**config.mk**
```make
export PLATFORM = sky130hd
export DESIGN_NAME = uc_irq
export DESIGN_NICKNAME = d
export VERILOG_FILES = /design/src/rtl/uc_pkg.sv /design/src/rtl/uc_decoder.sv /design/src/rtl/uc_irq.sv
export SDC_FILE = /design/constraint.sdc
export NUM_CORES = 1
export LEC_CHECK = 0
export CAP_MARGIN = 25
export CORE_AREA = 10 10 47 49
export DETAILED_ROUTE_END_ITERATION = 10
export DIE_AREA = 0 0 57 59
export SLEW_MARGIN = 25
export SYNTH_ARGS = -nofsm -noshare
export SYNTH_HDL_FRONTEND = slang
export SYNTH_SLANG_ARGS = --single-unit
```
**constraint.sdc**
```tcl
create_clock -name vclk -period 1.1
set_input_delay 0.165 -clock vclk [all_inputs]
set_output_delay 0.165 -clock vclk [all_outputs]
set_load 0.02 [all_outputs]
```
**src/rtl/uc_pkg.sv**
```systemverilog
// rtl/uc_pkg.sv - shared opcodes, encodings and control bundle for uc_irq
//
// Purpose : opcode localparams, ALU operation codes, WD3 source encodings
//           and the control-bundle struct passed from uc_decoder to uc_irq.
// Ports   : none (package).
package uc_pkg;

  localparam logic [5:0] OP_IN   = 6'b110000;
  localparam logic [5:0] OP_OUT  = 6'b110001;
  localparam logic [5:0] OP_PUSH = 6'b110010;
  localparam logic [5:0] OP_POP  = 6'b110011;
  localparam logic [5:0] OP_J    = 6'b110100;
  localparam logic [5:0] OP_JZ   = 6'b110101;
  localparam logic [5:0] OP_JNZ  = 6'b110110;
  localparam logic [5:0] OP_NOP  = 6'b110111;
  localparam logic [5:0] OP_JAL  = 6'b111000;
  localparam logic [5:0] OP_RET  = 6'b111001;
  localparam logic [5:0] OP_RETI = 6'b111010;
  localparam logic [5:0] OP_EI   = 6'b111011;
  localparam logic [5:0] OP_DI   = 6'b111100;

  // ALU operation codes carried directly in opcode[4:2]
  typedef enum logic [2:0] {
    ALU_OP0 = 3'd0,
    ALU_OP1 = 3'd1,
    ALU_OP2 = 3'd2,
    ALU_OP3 = 3'd3,
    ALU_OP4 = 3'd4,
    ALU_OP5 = 3'd5,
    ALU_OP6 = 3'd6,
    ALU_OP7 = 3'd7
  } alu_op_e;

  localparam logic [1:0] SEL_ALU   = 2'b00;
  localparam logic [1:0] SEL_PORT  = 2'b01;
  localparam logic [1:0] SEL_STACK = 2'b10;
  localparam logic [1:0] SEL_IMM   = 2'b11;

  typedef struct packed {
    logic       s_inc;
    logic       we3;
    logic       wez;
    alu_op_e    op_alu;
    logic [1:0] sel_inputs;
    logic       we_port;
    logic       we_stack_data;
    logic       pushpop;
    logic       we_stack;
    logic       jalret;
    logic       is_cf;    // control-flow opcode: interrupt entry is deferred
    logic       is_reti;
    logic       is_ei;
    logic       is_di;
  } ctrl_t;

endpackage

```
**src/rtl/uc_decoder.sv**
```systemverilog
// rtl/uc_decoder.sv - combinational opcode/z to control-bundle decoder
//
// Purpose : maps the 6-bit opcode and registered zero flag to datapath
//           controls plus classification flags used by the interrupt logic.
//           RETI always decodes with RET's datapath effects.
// Ports   : i_opcode [5:0] instruction[15:10]
//           i_z            registered zero flag
//           o_ctrl         decoded control bundle (uc_pkg::ctrl_t)
module uc_decoder
  import uc_pkg::*;
(
  input  logic [5:0] i_opcode,
  input  logic       i_z,
  output ctrl_t      o_ctrl
);

  always_comb begin
    o_ctrl       = '0;
    o_ctrl.s_inc = 1'b1;
    if (!i_opcode[5]) begin
      o_ctrl.op_alu     = alu_op_e'(i_opcode[4:2]);
      o_ctrl.we3        = 1'b1;
      o_ctrl.wez        = 1'b1;
      o_ctrl.sel_inputs = SEL_ALU;
    end else if (!i_opcode[4]) begin
      o_ctrl.we3        = 1'b1;
      o_ctrl.sel_inputs = SEL_IMM;
    end else begin
      case (i_opcode)
        OP_IN: begin
          o_ctrl.we3        = 1'b1;
          o_ctrl.sel_inputs = SEL_PORT;
        end
        OP_OUT:  o_ctrl.we_port = 1'b1;
        OP_PUSH: begin
          o_ctrl.we_stack_data = 1'b1;
          o_ctrl.pushpop       = 1'b1;
        end
        OP_POP: begin
          o_ctrl.we_stack_data = 1'b1;
          o_ctrl.we3           = 1'b1;
          o_ctrl.sel_inputs    = SEL_STACK;
        end
        OP_J: begin
          o_ctrl.s_inc = 1'b0;
          o_ctrl.is_cf = 1'b1;
        end
        OP_JZ: begin
          o_ctrl.s_inc = !i_z;
          o_ctrl.is_cf = 1'b1;
        end
        OP_JNZ: begin
          o_ctrl.s_inc = i_z;
          o_ctrl.is_cf = 1'b1;
        end
        OP_JAL: begin
          o_ctrl.s_inc    = 1'b0;
          o_ctrl.we_stack = 1'b1;
          o_ctrl.is_cf    = 1'b1;
        end
        OP_RET, OP_RETI: begin
          o_ctrl.s_inc    = 1'b0;
          o_ctrl.we_stack = 1'b1;
          o_ctrl.jalret   = 1'b1;
          o_ctrl.is_cf    = 1'b1;
          o_ctrl.is_reti  = (i_opcode == OP_RETI);
        end
        OP_EI:   o_ctrl.is_ei = 1'b1;
        OP_DI:   o_ctrl.is_di = 1'b1;
        default: ;
      endcase
    end
  end

endmodule

```
**src/rtl/uc_irq.sv**
```systemverilog
// rtl/uc_irq.sv - control unit with interrupt entry/return sequencing
//
// Purpose : decodes the opcode into datapath controls and, when UC_IRQ_EN is
//           defined, samples the interrupt request, redirects the PC to the
//           exception vector at eligible boundaries and pulses s_finished on
//           RETI. Without UC_IRQ_EN the interrupt state is tied off.
// Ports   : i_clk, i_reset (async, active high), i_opcode[5:0], i_z,
//           i_s_interruption; o_s_inc, o_we3, o_wez, o_op_alu[2:0],
//           o_sel_inputs[1:0], o_s_we_port, o_s_we_stack_data, o_s_pushpop,
//           o_s_we_stack, o_s_jalret, o_s_use_interr, o_s_finished,
//           o_irq_active.
// Macro   : UC_IRQ_EN enables the interrupt logic.
module uc_irq
  import uc_pkg::*;
#(
  parameter int VEC_DEFER = 1
) (
  input  logic       i_clk,
  input  logic       i_reset,
  input  logic [5:0] i_opcode,
  input  logic       i_z,
  input  logic       i_s_interruption,
  output logic       o_s_inc,
  output logic       o_we3,
  output logic       o_wez,
  output logic [2:0] o_op_alu,
  output logic [1:0] o_sel_inputs,
  output logic       o_s_we_port,
  output logic       o_s_we_stack_data,
  output logic       o_s_pushpop,
  output logic       o_s_we_stack,
  output logic       o_s_jalret,
  output logic       o_s_use_interr,
  output logic       o_s_finished,
  output logic       o_irq_active
);

  generate
    if (VEC_DEFER != 1) begin : g_bad_vec_defer
      $error("uc_irq: only VEC_DEFER = 1 is supported");
    end
  endgenerate

  ctrl_t w_dec;
  logic  w_enter;
  logic  w_reti;
  logic  r_irq_active;

  uc_decoder u_decoder (
    .i_opcode (i_opcode),
    .i_z      (i_z),
    .o_ctrl   (w_dec)
  );

`ifdef UC_IRQ_EN
  logic r_irq_req;
  logic r_ie;

  // RETI is a control-flow opcode, so entry and return never coincide.
  assign w_enter = r_irq_req & r_ie & ~r_irq_active & ~w_dec.is_cf;
  assign w_reti  = w_dec.is_reti;

  always_ff @(posedge i_clk or posedge i_reset) begin
    if (i_reset) begin
      r_irq_req    <= 1'b0;
      r_ie         <= 1'b0;
      r_irq_active <= 1'b0;
    end else begin
      r_irq_req <= i_s_interruption;
      if (w_dec.is_ei) begin
        r_ie <= 1'b1;
      end else if (w_dec.is_di) begin
        r_ie <= 1'b0;
      end
      if (w_enter) begin
        r_irq_active <= 1'b1;
      end else if (w_reti) begin
        r_irq_active <= 1'b0;
      end
    end
  end
`else
  logic w_unused;

  assign w_enter      = 1'b0;
  assign w_reti       = 1'b0;
  assign r_irq_active = 1'b0;
  assign w_unused     = ^{i_clk, i_s_interruption, w_dec.is_cf, w_dec.is_reti,
                          w_dec.is_ei, w_dec.is_di};
`endif

  always_comb begin
    o_s_inc           = w_dec.s_inc;
    o_we3             = w_dec.we3;
    o_wez             = w_dec.wez;
    o_op_alu          = w_dec.op_alu;
    o_sel_inputs      = w_dec.sel_inputs;
    o_s_we_port       = w_dec.we_port;
    o_s_we_stack_data = w_dec.we_stack_data;
    o_s_pushpop       = w_dec.pushpop;
    o_s_we_stack      = w_dec.we_stack;
    o_s_jalret        = w_dec.jalret;
    o_s_use_interr    = 1'b0;
    o_s_finished      = w_reti;
    // Entry keeps the instruction's data effects but overrides the PC path:
    // push PC+1 on the return stack and jump to the vector.
    if (w_enter) begin
      o_s_inc        = 1'b0;
      o_s_use_interr = 1'b1;
      o_s_we_stack   = 1'b1;
      o_s_jalret     = 1'b0;
    end
    if (i_reset) begin
      o_we3             = 1'b0;
      o_wez             = 1'b0;
      o_op_alu          = 3'd0;
      o_sel_inputs      = SEL_ALU;
      o_s_we_port       = 1'b0;
      o_s_we_stack_data = 1'b0;
      o_s_pushpop       = 1'b0;
      o_s_we_stack      = 1'b0;
      o_s_jalret        = 1'b0;
      o_s_use_interr    = 1'b0;
      o_s_finished      = 1'b0;
      o_s_inc           = 1'b1;
    end
  end

  assign o_irq_active = r_irq_active;

endmodule
```
==> results.json <==
{
  "hold_buffers": 0,
  "clkbuf_count": 0,
  "via_count": 304,
  "drive_gt1_frac": 0.667,
  "yosysWarnings": 0,
  "hold_path_startpoint": "i_reset",
  "regArea_um2": 0,
  "start_util": 0.159,
  "fp.dieW_um": 57,
  "antenna_found_initial": 0,
  "avgSynthCellArea_um2": 6.96,
  "die_h_um": 59,
  "max_clock_freq_mhz": 896,
  "cp-start-kind": "input pin",
  "gr-usage-all-layers": 0.0505,
  "area_growth_syn_to_layout_pct": 113,
  "clkPwrFrac": 0,
  "startpoint": "i_reset",
  "fill_cells": 167,
  "leakage_uw": 0.000239,
  "multiInputGateArea_um2": 215,
  "path_cells": "buf_6 -> and3b_2 -> and3_4 -> nor2b_4 -> buf_6",
  "coreArea_um2": 1400,
  "cpPeakStageDelay_ns": 0.26,
  "path_delay_family": "simple AND/OR/NAND/NOR gates",
  "critPathCaptureType": "output port",
  "whs_ns": 0.683,
  "ios": 26,
  "irDropWorstVdd_uv": 122,
  "grt_pass1_vias": 346,
  "setup_viol": 2,
  "maxSlewViolCount": 0,
  "finalNonFillerCells": 76,
  "postCtsSetupBuffers": 0,
  "placed_cells": 76,
  "failed_checks": "negative setup slack",
  "dr.pass1.iters": 4,
  "arrival_ns": 0.95,
  "wire_per_inst_um": 11.2,
  "design.seq.count": 0,
  "synthCells": 32,
  "first_iter_violations": 2,
  "drv_cap": 0,
  "worst_slack_ns": -0.0164,
  "hpwl_um": 721,
  "cp.required_ns": 0.94,
  "power_frac_seq": 0,
  "crit_path_frequent_cell": "buf_6",
  "num_rows": 14,
  "fin_crit_sh": 1.01,
  "combPwrFrac": 1.000,
  "status": "finished with violations",
  "fin_util": 0.338,
  "synth_area_um2": 223,
  "p_per_area_nw_per_um2": 341,
  "yosysUniqueCellTypes": 19,
  "portBuffers": 21,
  "min_period_ns": 1.12,
  "n_antenna_cell": 0,
  "hold_violations": 0,
  "grt_start_max_net_pins": 6,
  "grt_first_pass_wirelength_um": 1520,
  "drc": 0,
  "final_nets": 72,
  "hold_class": "input pin to output port",
  "rsz0062_at_grt": "true",
  "switching_power_uw": 80.0,
  "critPathKind": "input pin to output port",
  "globalplace.congestion": 0.772,
  "wirelength_um": 853,
  "viasPerCell": 4.00,
  "ys_seq_area_frac": 0,
  "worstPathMaxFanout": 4,
  "grt-ovfl-total": 0,
  "critPathBufInv": 2,
  "cpMaxStageDelayCell": "and3b_2",
  "power.internal_uw": 81.5,
  "final_antenna_net_count": 0,
  "p_sw_frac": 0.495,
  "setup-tns-final_ns": -0.0210,
  "die_area_um2": 3360
}
[stage by stage]
step                      total power [uW]  area [um^2]  worst slack [ns]
after floorplan                       81.9          230           0.00452
after global placement                 163          490            -0.894
after detailed placement               163          490            -0.930
after CTS                              153          445           -0.0212
after global routing                   177          474           -0.0560
final                                  162          474           -0.0164
[worst min-delay path, stage by stage]
cell and delay (ns):
buf_6 0.07, buf_4 0.10, a31oi_1 0.04, buf_4 0.15
[cells in the final DEF, fill, tap and decap left out, types with 2 or more instances in the layout]
master     n
buf_4     14
buf_2      9
buf_6      7
and2_1     3
conb_1     3
nor2_1     2
nand2_1    2
nand2b_1   2
a21oi_2    2
a21oi_1    2
[kinds of logic (layout without fill, tap and decap cells)]
group / after synthesis / in the layout / share of synthesized area
XOR/XNOR: 1 / 1 / 0.0393
buffers and inverters: 5 / 31 / 0.202
AND/OR/NAND/NOR: 18 / 18 / 0.551
other: 1 / 3 / 0.0168
AO/OA/AOI/OAI: 6 / 6 / 0.140
multiplexers: 1 / 1 / 0.0506
[repair_timing]
| item | 4_1_cts | 5_1_grt |
|---|---|---|
| pin swaps | 6 | 4 |
| endpoints found under the setup margin | 13 | 7 |
| cloned | 0 | 0 |
| resized for setup | 99 | 8 |
[per-layer routing]
metal / global-route usage / up-vias / wire (um) / part of all wire
met4: 0 / 0 / 0 / 0
met1: 0.0604 / 128 / 384 / 0.45
met3: 0.0107 / 0 / 58 / 0.068
met2: 0.0946 / 14 / 411 / 0.48
li1: - / 162 / - / -
met5: 0 / - / 0 / 0
[final cells by class]
class	instances	share of cell area
Tap cell	16	0.0422
Timing Repair Buffer	31	0.504
Multi-Input combinational cell	29	0.454
[power by group through the flow]
stage / Combinational, uW / Clock [uW] / Sequential (uW)
floorplan: 81.9 / 0 / 0
detailed placement: 163 / 0 / 0
global route: 177 / 0 / 0
CTS: 153 / 0 / 0
global placement: 163 / 0 / 0
finish: 162 / 0 / 0
[synthesized netlist by cell type]
library cell | number | area, um^2
a21oi_1 | 4 | 20.0
nor2_1 | 4 | 15.0
and2_1 | 3 | 18.8
buf_4 | 3 | 22.5
buf_6 | 2 | 22.5
nand2_1 | 2 | 7.51
nand2b_1 | 2 | 12.5
a31oi_1 | 1 | 6.26
and3_4 | 1 | 11.3
and3b_1 | 1 | 8.76
and4b_1 | 1 | 10.0
conb_1 | 1 | 3.75
mux2_2 | 1 | 11.3
nand3_1 | 1 | 5.00
nand3b_1 | 1 | 7.51
nor2b_4 | 1 | 13.8
nor3b_2 | 1 | 12.5
o21ai_1 | 1 | 5.00
xnor2_1 | 1 | 8.76
[worst paths after layout]
kind,endpoint,cells after the start
worst max-delay path,o_s_pushpop,5
worst min-delay path,o_we3,4
Note: power is estimated with default switching activity, not from simulation.
